==> src/rtl/truth_table_monitor.sv <==
// Passive checker: samples the DUT output once per stable input vector (SETTLE edges after a change) and scores it.
// Result pulses appear the cycle after the check edge; it never stalls anything.
module truth_table_monitor #(
    parameter int                  WIDTH    = 2,
    parameter int                  SETTLE   = 4,
    parameter logic [2**WIDTH-1:0] EXPECTED = 4'b1000,
    parameter int                  ERR_W    = 8
) (
    input  logic                  clk,
    input  logic                  rst,
    input  logic                  clear,
    input  logic [WIDTH-1:0]      inputs,
    input  logic                  out,
    output logic                  checked,
    output logic                  mismatch,
    output logic [ERR_W-1:0]      err_count,
    output logic [2**WIDTH-1:0]   covered,
    output logic                  done,
    output logic                  first_fail_valid,
    output logic [WIDTH-1:0]      first_fail_idx,
    output logic                  first_fail_value
);

    localparam logic [7:0]       SETTLE_LAST = 8'(SETTLE - 1);
    localparam logic [ERR_W-1:0] ERR_MAX     = '1;

    typedef enum logic {
        SETTLING,
        HOLD
    } state_t;

    state_t           state;
    state_t           state_nxt;
    logic [WIDTH-1:0] prev;
    logic [7:0]       cnt;
    logic [7:0]       cnt_nxt;
    logic             changed;
    logic             do_check;
    logic             miss;

    assign changed = (inputs != prev);
    assign miss    = (out != EXPECTED[inputs]);

    always_ff @(posedge clk or posedge rst) begin
        if (rst) begin
            state <= SETTLING;
            cnt   <= '0;
            prev  <= '0;
        end else begin
            state <= state_nxt;
            cnt   <= cnt_nxt;
            prev  <= inputs;
        end
    end

    // clear restarts settling exactly like a vector change, and swallows a coincident check
    always_comb begin
        state_nxt = state;
        cnt_nxt   = cnt;
        do_check  = 1'b0;
        if (clear || changed) begin
            state_nxt = SETTLING;
            cnt_nxt   = '0;
        end else if (state == SETTLING) begin
            if (cnt == SETTLE_LAST) begin
                do_check  = 1'b1;
                state_nxt = HOLD;
            end else begin
                cnt_nxt = cnt + 8'd1;
            end
        end
    end

    always_ff @(posedge clk or posedge rst) begin
        if (rst) begin
            checked          <= 1'b0;
            mismatch         <= 1'b0;
            err_count        <= '0;
            covered          <= '0;
            first_fail_valid <= 1'b0;
            first_fail_idx   <= '0;
            first_fail_value <= 1'b0;
        end else if (clear) begin
            checked          <= 1'b0;
            mismatch         <= 1'b0;
            err_count        <= '0;
            covered          <= '0;
            first_fail_valid <= 1'b0;
            first_fail_idx   <= '0;
            first_fail_value <= 1'b0;
        end else begin
            checked  <= do_check;
            mismatch <= do_check && miss;
            if (do_check) begin
                covered[inputs] <= 1'b1;
                if (miss) begin
                    if (err_count != ERR_MAX) begin
                        err_count <= err_count + 1'b1;
                    end
                    if (!first_fail_valid) begin
                        first_fail_valid <= 1'b1;
                        first_fail_idx   <= inputs;
                        first_fail_value <= out;
                    end
                end
            end
        end
    end

    // covered only ever gains bits between clears, so this is naturally sticky
    assign done = &covered;

endmodule

==> config.mk <==
export PLATFORM = sky130hd
export DESIGN_NAME = truth_table_monitor
export DESIGN_NICKNAME = d
export VERILOG_FILES = /design/src/rtl/truth_table_monitor.sv
export SDC_FILE = /design/constraint.sdc
export NUM_CORES = 1
export LEC_CHECK = 0
export CORE_UTILIZATION = 47
export CTS_CLUSTER_DIAMETER = 40
export CTS_CLUSTER_SIZE = 28
export DETAILED_ROUTE_END_ITERATION = 12
export GPL_TIMING_DRIVEN = 0
export PLACE_DENSITY = 0.77
export SYNTH_ARGS = -nofsm -noshare
export SYNTH_HDL_FRONTEND = slang
export SYNTH_SLANG_ARGS = --single-unit
export TNS_END_PERCENT = 30
==> constraint.sdc <==
create_clock -name clk -period 2 [get_ports clk]
set_input_delay 0.6 -clock clk [delete_from_list [all_inputs] [get_ports clk]]
set_output_delay 0.6 -clock clk [all_outputs]
set_load 0.01 [all_outputs]
==> results of run 1 <==
==> power by group through the flow <==
stage / Combinational (uW) / Clock [uW] / Sequential [uW]
floorplan: 61.7 / 0 / 604
global placement: 85.6 / 0 / 605
detailed placement: 88.3 / 0 / 605
CTS: 111 / 367 / 594
global route: 127 / 388 / 595
finish: 117 / 361 / 594
==> per-stage QoR <==
stage,setup slack [ps],cells
2_1_floorplan,-56.8,157
3_3_place_gp,-678,225
3_5_place_dp,-755,225
4_1_cts,24.7,242
5_1_grt,-44.5,244
6_report,26.0,244
==> synthesized netlist by cell type <==
master	count	area [um2]
mux2_1	1	11.3
buf_1	2	7.51
o31ai_1	5	37.5
nand2b_1	3	18.8
xor2_1	3	26.3
nand2_1	6	22.5
and2_1	1	6.26
a21oi_1	12	60.1
nor2b_1	6	37.5
nand3_1	7	35.0
dfrtp_1	29	726
nand4b_1	2	17.5
nor4_1	7	43.8
and3b_2	1	10.0
o21ai_0	1	5.00
nor4_4	1	21.3
o211ai_1	1	7.51
nor2_2	1	6.26
clkbuf_1	4	15.0
a211oi_1	1	7.51
xnor2_1	5	43.8
mux2_2	5	56.3
inv_1	8	30.0
nor2_1	18	67.6
and3b_1	1	8.76
or4_1	4	30.0
a21boi_1	1	7.51
ha_1	2	25.0
a31oi_1	1	6.26
nand3b_1	2	15.0
nor3_1	2	10.0
nor4b_1	1	8.76
and3_1	2	12.5
or3_1	1	6.26
nand4_1	6	37.5
buf_2	1	5.00
o211a_1	1	10.0
o211ai_4	1	21.3
mux2i_1	1	10.0
==> final cells by class <==
cell class,count,area share
tap,44,0.0259
multi-input combinational,113,0.409
timing repair buffer,36,0.155
clock buffer,7,0.0259
sequential,29,0.344
inverter,8,0.0142
buffer,7,0.0259
==> logic make-up (layout without fill, tap and decap cells) <==
kind of cell / Yosys count / in the layout / share of synthesized area
AND/OR/NAND/NOR: 72 / 72 / 0.271
flip-flops: 29 / 29 / 0.473
AO/OA/AOI/OAI: 24 / 24 / 0.106
buffers and inverters: 15 / 58 / 0.0375
XOR/XNOR: 8 / 8 / 0.0457
multiplexers: 7 / 7 / 0.0506
adder cells (fa/ha/maj): 2 / 2 / 0.0163
==> flip-flops by register name, summed over array words and instances (netlist names) <==
signal,flops
covered,4
prev,2
checked,1
first_fail_idx,2
first_fail_valid,1
first_fail_value,1
err_count,8
mismatch,1
cnt,8
state,1
==> repair_timing <==
action	in CTS	in global routing
setup endpoints to repair	17	11
gates resized for setup	18	13
pin swaps	5	0
hold endpoints to repair	0	0
buffers inserted	10	2
==> worst max-delay path by stage <==
stage / start / end / slack (ps) / cells after the start
finish: cnt[0] / err_count[3] / 30 / 6
global route: cnt[0] / err_count[3] / -40 / 6
CTS: inputs[0] / err_count[6] / 20 / 7
detailed placement: inputs[0] / err_count[6] / -750 / 7
global placement: inputs[1] / err_count[6] / -680 / 7
floorplan: inputs[0] / err_count[3] / -60 / 5
==> routing by layer <==
metal	up-vias	GRT usage	routed length, um
met3	9	0.0699	158
met5	-	0	0
met2	33	0.407	1900
met4	0	0.0816	66
li1	650	-	-
met1	676	0.279	1610
==> impl_metrics.csv, run 1 <==
group,metric,value,unit
status,run_status,"complete, no violations",
yosys,synthCells,157,
layout,final_common_cell,"dfrtp_1",
setup_path,slowest_delay,530,ps
clock_tree,hold_buffers,0,
die,ios,25,
min_path,hold_end,"prev[1]",
setup_path,required,2220,ps
layout,final_area,2120,um2
global_route,grt_use_total,0.236,
global_route,grt_max_degree,30,
clock_tree,cts-buffers-inserted,5,
timing,max_freq,507,MHz
global_route,antenna_found_initial,0,
power_and_ir_drop,power_frac_comb,0.109,
layout,final-seq-area,731,um2
power_and_ir_drop,p_leak,0.000870,uW
timing,slew_viol_final,0,
drt,wl,3730,um
layout,area_delta_synth_final,38.3,%
power_and_ir_drop,p_clk_frac,0.336,
drt,post_drt_wl_per_cell,15.3,um
layout,final_net_count,208,
drt,ant_nets,0,
yosys,synth_area_per_cell,9.77,um2
yosys,ys_seq_area_frac,0.473,
timing,rsz0062_at_grt,"true",
power_and_ir_drop,peakVddDrop,0.350,mV
clock_tree,clockBufferDepth,2,
clock_tree,insertion_delay,330,ps
yosys,syn_nets,165,
yosys,ys_types,39,
timing,setup-tns-final,0,ps
die,die_h,59.1,um
setup_path,cp_slowest_cell,"or4_1",
setup_path,worstReg2RegEnd,"err_count[3]",
drt,drc,0,
layout,multi_input_area,867,um2
power_and_ir_drop,seq_power_share,0.554,
die,die_w,59.1,um
setup_path,reg2reg_from,"cnt[0]",
global_route,grt_overflow,0,
place,dp_hpwl,2340,um
power_and_ir_drop,power_density,505,nW/um2
min_path,hold_path.class,"input port to flip-flop",
clock_tree,cts_tree,"built",
setup_path,cp_max_fo,5,
clock_tree,ctsRootBufferMaster,"clkbuf_4",
power_and_ir_drop,p_sw_frac,0.248,
timing,slew_headroom,0.245,
layout,final_util,0.689,
drt,viasPerCell,5.61,
timing,tightest_slew,1130,ps
global_route,grt_pass1_wl,5980,um
drt,vias,1368,
die,fp-row-count,20,
setup_path,cp-end-kind,"flip-flop",
place,io_buffers,24,
power_and_ir_drop,finalPower,1070,uW
timing,finalSetupViolations,0,
layout,drive_gt1_frac,0.240,
min_path,hold_depth,1,
die,dieArea,3500,um2
run,max_cap_violations,0,
setup_path,path_delay_family,"simple AND/OR/NAND/NOR gates",
place,gp_congestion,0.803,
yosys,ys_ff_latch,29,
timing,fin_skew,4.76,ps
setup_path,rrSetupSlack,30,ps
setup_path,crit_chain,"ha_2 > nor2b_4 > buf_4 > nand2_1 > or4_1 > mux2_1",
drt,first_pass_iters,4,
setup_path,cp_data_arrival_time,2190,ps
layout,n_antenna_cell,0,
clock_tree,clk_pin_slew,90,ps
timing,timing_hold_violations_final,0,
clock_tree,cts_sinks,29,
die,initial_core_util,0.498,
timing,period_needed,1970,ps
power_and_ir_drop,switchingPower,266,uW
setup_path,critical_path_class,"flip-flop to flip-flop",
timing,period_share,0.987,
layout,num-fill-cells,241,
setup_path,ff2ff_path_depth,6,
layout,final_cell_mix,"25 x dfrtp_1, 20 x clkdlybuf4s50_1, 18 x nor2_1",
clock_tree,cts_max_level,2,
setup_path,cp_num_buf_inv,1,
place,dpl-instance-area,1870,um2
yosys,synth_warnings,0,
drt,drtIter0Drc,51,
yosys,netlist_area,1530,um2
timing,timing.hold.ws,533,ps
setup_path,start_kind,"flip-flop",
min_path,min_from,"inputs[1]",
global_route,grt_pass1_vias,1347,
die,core,3080,um2
power_and_ir_drop,p_int,806,uW
Note: power is estimated with default switching activity, not from simulation.
==> run 2, diff against run 1 <==
Settings changed: CAP_MARGIN set to 20, MAX_ROUTING_LAYER set to met4, TNS_END_PERCENT 30 to 5.
==> run 2 against run 1 <==
  * Via count down 1.0%
  * Clock skew about the same
  * Non-clock buffer count unchanged
  * Combinational power up 3%
  * Highest routed layer unchanged
  * Register-to-register slack about the same
==> impl_metrics.csv, run 2 (synthesis results as in run 1) <==
group,metric,value,unit
clock_tree,cts_sinks,29,
run,max_cap_violations,0,
timing,max_freq,510,MHz
setup_path,critical_path_class,"flip-flop to flip-flop",
global_route,grt_overflow,0,
die,fp-row-count,20,
place,dpl-instance-area,1870,um2
die,ios,25,
timing,slew_viol_final,0,
layout,reg_top3,"cnt (8), err_count (8), covered (4)",
min_path,hold_path.class,"input port to flip-flop",
drt,first_pass_iters,4,
place,gp_congestion,0.814,
layout,n_antenna_cell,0,
die,core,3080,um2
global_route,grt_max_degree,30,
clock_tree,clockBufferDepth,2,
global_route,antenna_found_initial,0,
clock_tree,hold_buffers,0,
setup_path,required,2210,ps
status,run_status,"complete, no violations",
setup_path,rrSetupSlack,40,ps
drt,drtIter0Drc,63,
place,dp.cells,225,
setup_path,cp_max_fo,7,
timing,fin_skew,4.81,ps
clock_tree,ctsRootBufferMaster,"clkbuf_4",
clock_tree,cts_tree,"built",
layout,final_common_cell,"dfrtp_1",
drt,drc,0,
timing,tightest_slew,594,ps
die,die_w,59.1,um
layout,num-fill-cells,235,
die,dieArea,3500,um2
layout,final_area,2150,um2
place,io_buffers,24,
timing,finalSetupViolations,0,
setup_path,cp_data_arrival_time,2180,ps
power_and_ir_drop,power_density,503,nW/um2
layout,final_cell_mix,"26 x dfrtp_1, 20 x clkdlybuf4s50_1, 18 x nor2_1",
layout,instances_no_fill,244,
timing,rsz0062_at_grt,"true",
global_route,grt_use_total,0.234,
timing,setup-tns-final,0,ps
global_route,grt_pass1_vias,1303,
layout,final_net_count,208,
clock_tree,clk_pin_slew,90,ps
die,die_h,59.1,um
die,initial_core_util,0.498,
power_and_ir_drop,p_leak,0.000885,uW
clock_tree,cts-buffers-inserted,5,
timing,timing_hold_violations_final,0,
clock_tree,cts_max_level,2,
setup_path,cp-end-kind,"flip-flop",
global_route,grt_pass1_wl,5750,um
drt,vias,1354,
drt,post_drt_wl_per_cell,14.9,um
timing,period_needed,1960,ps
layout,drive_gt1_frac,0.235,
timing,slew_headroom,0.604,
clock_tree,insertion_delay,330,ps
drt,ant_nets,0,
layout,area_delta_synth_final,39.9,%
setup_path,start_kind,"flip-flop",
timing,period_share,0.981,
drt,wl,3640,um
place,dp_hpwl,2340,um
power_and_ir_drop,peakVddDrop,0.340,mV
timing,timing.hold.ws,533,ps
drt,viasPerCell,5.55,
==> run 2: critical path, cell delays in order (launching register included) <==
cell	delay, ps
dfrtp_2	460
nor4_4	270
buf_6	170
o211ai_4	100
or4_1	530
mux2_1	320
==> run 2: area by class of cell <==
type | count | area (um2) | share of cell area
multi-input cells | 113 | 881 | 0.410
clock buffers | 7 | 55.1 | 0.0257
inverters | 8 | 30.0 | 0.0140
plain buffers | 7 | 55.1 | 0.0257
repair buffers | 36 | 340 | 0.159
flip-flops and latches | 29 | 729 | 0.340
well taps | 44 | 55.1 | 0.0257
==> run 2: path summary, 6_finish.rpt <==
| path | start | to | depth (start not counted) |
|---|---|---|---|
| worst min register to register | first_fail_value | first_fail_value | 2 |
| worst max-delay path | cnt[3] | err_count[3] | 5 |
| min in group asynchronous | rst | covered[0] | 2 |
| worst max register to register | cnt[3] | err_count[3] | 5 |
| max in group asynchronous | rst | err_count[2] | 3 |
| worst min-delay path | inputs[1] | prev[1] | 1 |
==> run 2: layer usage <==
layer | up-vias | share of wire | GRT usage
li1 | 647 | - | -
met1 | 665 | 0.43 | 0.277
met2 | 34 | 0.51 | 0.375
met3 | 8 | 0.042 | 0.0633
met4 | 0 | 0.020 | 0.0986
met5 | - | 0 | -
==> run 2: what timing repair did <==
action,CTS,global route
setup buffers,7,4
pin swaps,7,1
resized for setup,18,14
endpoints found under the setup margin,17,16
==> run 2: where the power goes <==
| part | switching [uW] | internal [uW] | total, uW | leakage (uW) |
|---|---|---|---|---|
| Sequential | 4.78 | 590 | 594 | 0.000395 |
| Clock | 198 | 166 | 364 | 0.0000314 |
| Combinational | 66.4 | 54.4 | 121 | 0.000458 |
==> run 2: stage by stage <==
step           total power [uW]  utilization  setup slack [ps]
3_3_place_gp                690        0.607              -678
5_1_grt                    1110        0.697             -16.7
2_1_floorplan               666            -             -56.8
6_report                   1080        0.697              37.3
3_5_place_dp                693        0.607              -755
4_1_cts                    1070        0.665              -123
==> run 3, diff against run 2 <==
Settings changed: SKIP_CTS_REPAIR_TIMING set to 1.
==> run 3 against run 2 <==
  * The run now ends with setup timing left
  * Worst setup slack worse by 320 ps
  * Register-to-register slack worse by 240 ps
  * Clock skew down 1.3 ps
  * Largest cell class unchanged
  * First-iteration DRC count down 46%
  * Largest power group unchanged
  * Routed wire length down 3.5%
  * Cell area down 3.0%
  * Power down 0.82%
  * Die area unchanged
==> impl_metrics.csv, run 3 (synthesis results as in run 1) <==
group,metric,value,unit
layout,reg_top3,"cnt (8), err_count (8), covered (4)",
clock_tree,clockBufferDepth,2,
global_route,grt_pass1_wl,5380,um
place,io_buffers,24,
timing,period_needed,2280,ps
layout,final_common_cell,"dfrtp_1",
global_route,gr-usage-met3,0.0633,
layout,drive_gt1_frac,0.172,
power_and_ir_drop,peakVddDrop,0.333,mV
power_and_ir_drop,finalPower,1070,uW
timing,setup_slack,-284,ps
drt,ant_nets,0,
global_route,grt_use_met1,0.249,
drt,wl,3510,um
clock_tree,clk_pin_slew,80,ps
die,fp-row-count,20,
setup_path,worstReg2RegEnd,"err_count[3]",
global_route,grt_max_degree,30,
layout,final_cell_mix,"28 x dfrtp_1, 22 x clkdlybuf4s50_1, 18 x nor2_1",
power_and_ir_drop,power_density,514,nW/um2
timing,fin_skew,3.54,ps
drt,post_drt_wl_per_cell,14.9,um
setup_path,ff2ff_path_depth,4,
place,gp_congestion,0.814,
timing,max_freq,438,MHz
layout,multi_input_area,852,um2
layout,final_net_count,200,
global_route,grt_pass1_vias,1232,
die,die_h,59.1,um
layout,area_delta_synth_final,35.6,%
layout,n_antenna_cell,0,
drt,drc,0,
power_and_ir_drop,p_leak,0.000858,uW
layout,final-seq-area,727,um2
status,violations,"setup timing",
setup_path,cp_data_arrival_time,2490,ps
drt,first_pass_iters,4,
timing,period_share,1.14,
drt,vias,1301,
clock_tree,cts_tree,"built",
clock_tree,cts-buffers-inserted,5,
global_route,met2_usage,0.364,
min_path,hold_path.class,"input port to flip-flop",
setup_path,cp-end-kind,"flip-flop",
layout,num-fill-cells,235,
clock_tree,ctsRootBufferMaster,"clkbuf_4",
setup_path,required,2210,ps
run,max_cap_violations,0,
die,initial_core_util,0.498,
die,die_w,59.1,um
clock_tree,cts_max_level,2,
timing,finalSetupViolations,16,
die,ios,25,
die,core,3080,um2
setup_path,crit_end,"err_count[3]",
timing,timing_hold_violations_final,0,
timing,rsz0062_at_grt,"true",
setup_path,cp_max_fo,8,
die,dieArea,3500,um2
place,dp_hpwl,2340,um
setup_path,reg2reg_from,"cnt[3]",
global_route,grt_overflow,0,
global_route,grt_use_total,0.218,
global_route,top_usage_layer,"met2",
timing,slew_viol_final,0,
timing,timing.hold.ws,464,ps
drt,drtIter0Drc,34,
setup_path,cp-startpoint,"inputs[0]",
clock_tree,insertion_delay,320,ps
status,run_status,"finished, violations left",
drt,viasPerCell,5.51,
timing,slew_headroom,0.628,
global_route,antenna_found_initial,0,
setup_path,critical_path_class,"input port to flip-flop",
setup_path,rrSetupSlack,-200,ps
timing,tightest_slew,554,ps
clock_tree,cts_sinks,29,
setup_path,start_kind,"input port",
==> run 3: cell types whose count changed in the layout (fill, tap and decap cells not counted), sizes merged <==
cell and delta:
dlygate4sd2 -3, dlymetal6s2s +1, buf -8, clkdlybuf4s50 +2
==> run 3: per-stage QoR <==
step	setup WS (ps)	std cells	util	instance area, um2	setup TNS [ps]
after CTS	-401	232	0.625	1920	-2980
after detailed placement	-755	225	0.607	1870	-9040
after floorplan	-56.8	157	-	1570	-117
after global placement	-678	225	0.607	1870	-8160
final	-284	236	0.676	2080	-2160
after global routing	-312	236	0.676	2080	-3560
==> run 3: per-layer routing <==
layer	vias up	share of wire
met2	33	0.52
met3	5	0.040
met4	0	0.012
met5	-	0
li1	633	-
met1	630	0.43
==> run 3: worst min-delay path by stage <==
stage                          start               end  slack [ps]  cells after the start
global route               inputs[1]           prev[1]         460                      1
finish                     inputs[1]           prev[1]         460                      1
detailed placement  first_fail_value  first_fail_value         530                      2
floorplan                     cnt[1]            cnt[1]         510                      2
CTS                 first_fail_value  first_fail_value         540                      2
global placement          covered[0]        covered[0]         520                      2
==> run 3: power breakdown <==
part	internal (uW)	switching (uW)	leakage [uW]
combinational	54.6	63.9	0.000428
clock	166	192	0.0000314
sequential	590	4.59	0.000399
total	810	260	0.000858
==> run 3: area by class of cell <==
type / count / area share
buffer: 7 / 0.0259
clock buffer: 7 / 0.0265
inverter: 8 / 0.0144
multi-input combinational: 113 / 0.409
sequential: 29 / 0.349
tap: 44 / 0.0265
timing repair buffer: 28 / 0.148
==> run 3: critical path: stages <==
cell             delay, ps
clkdlybuf4s50_1        500
buf_6                  160
and3b_2                240
o211ai_4               110
or4_1                  560
mux2_1                 330
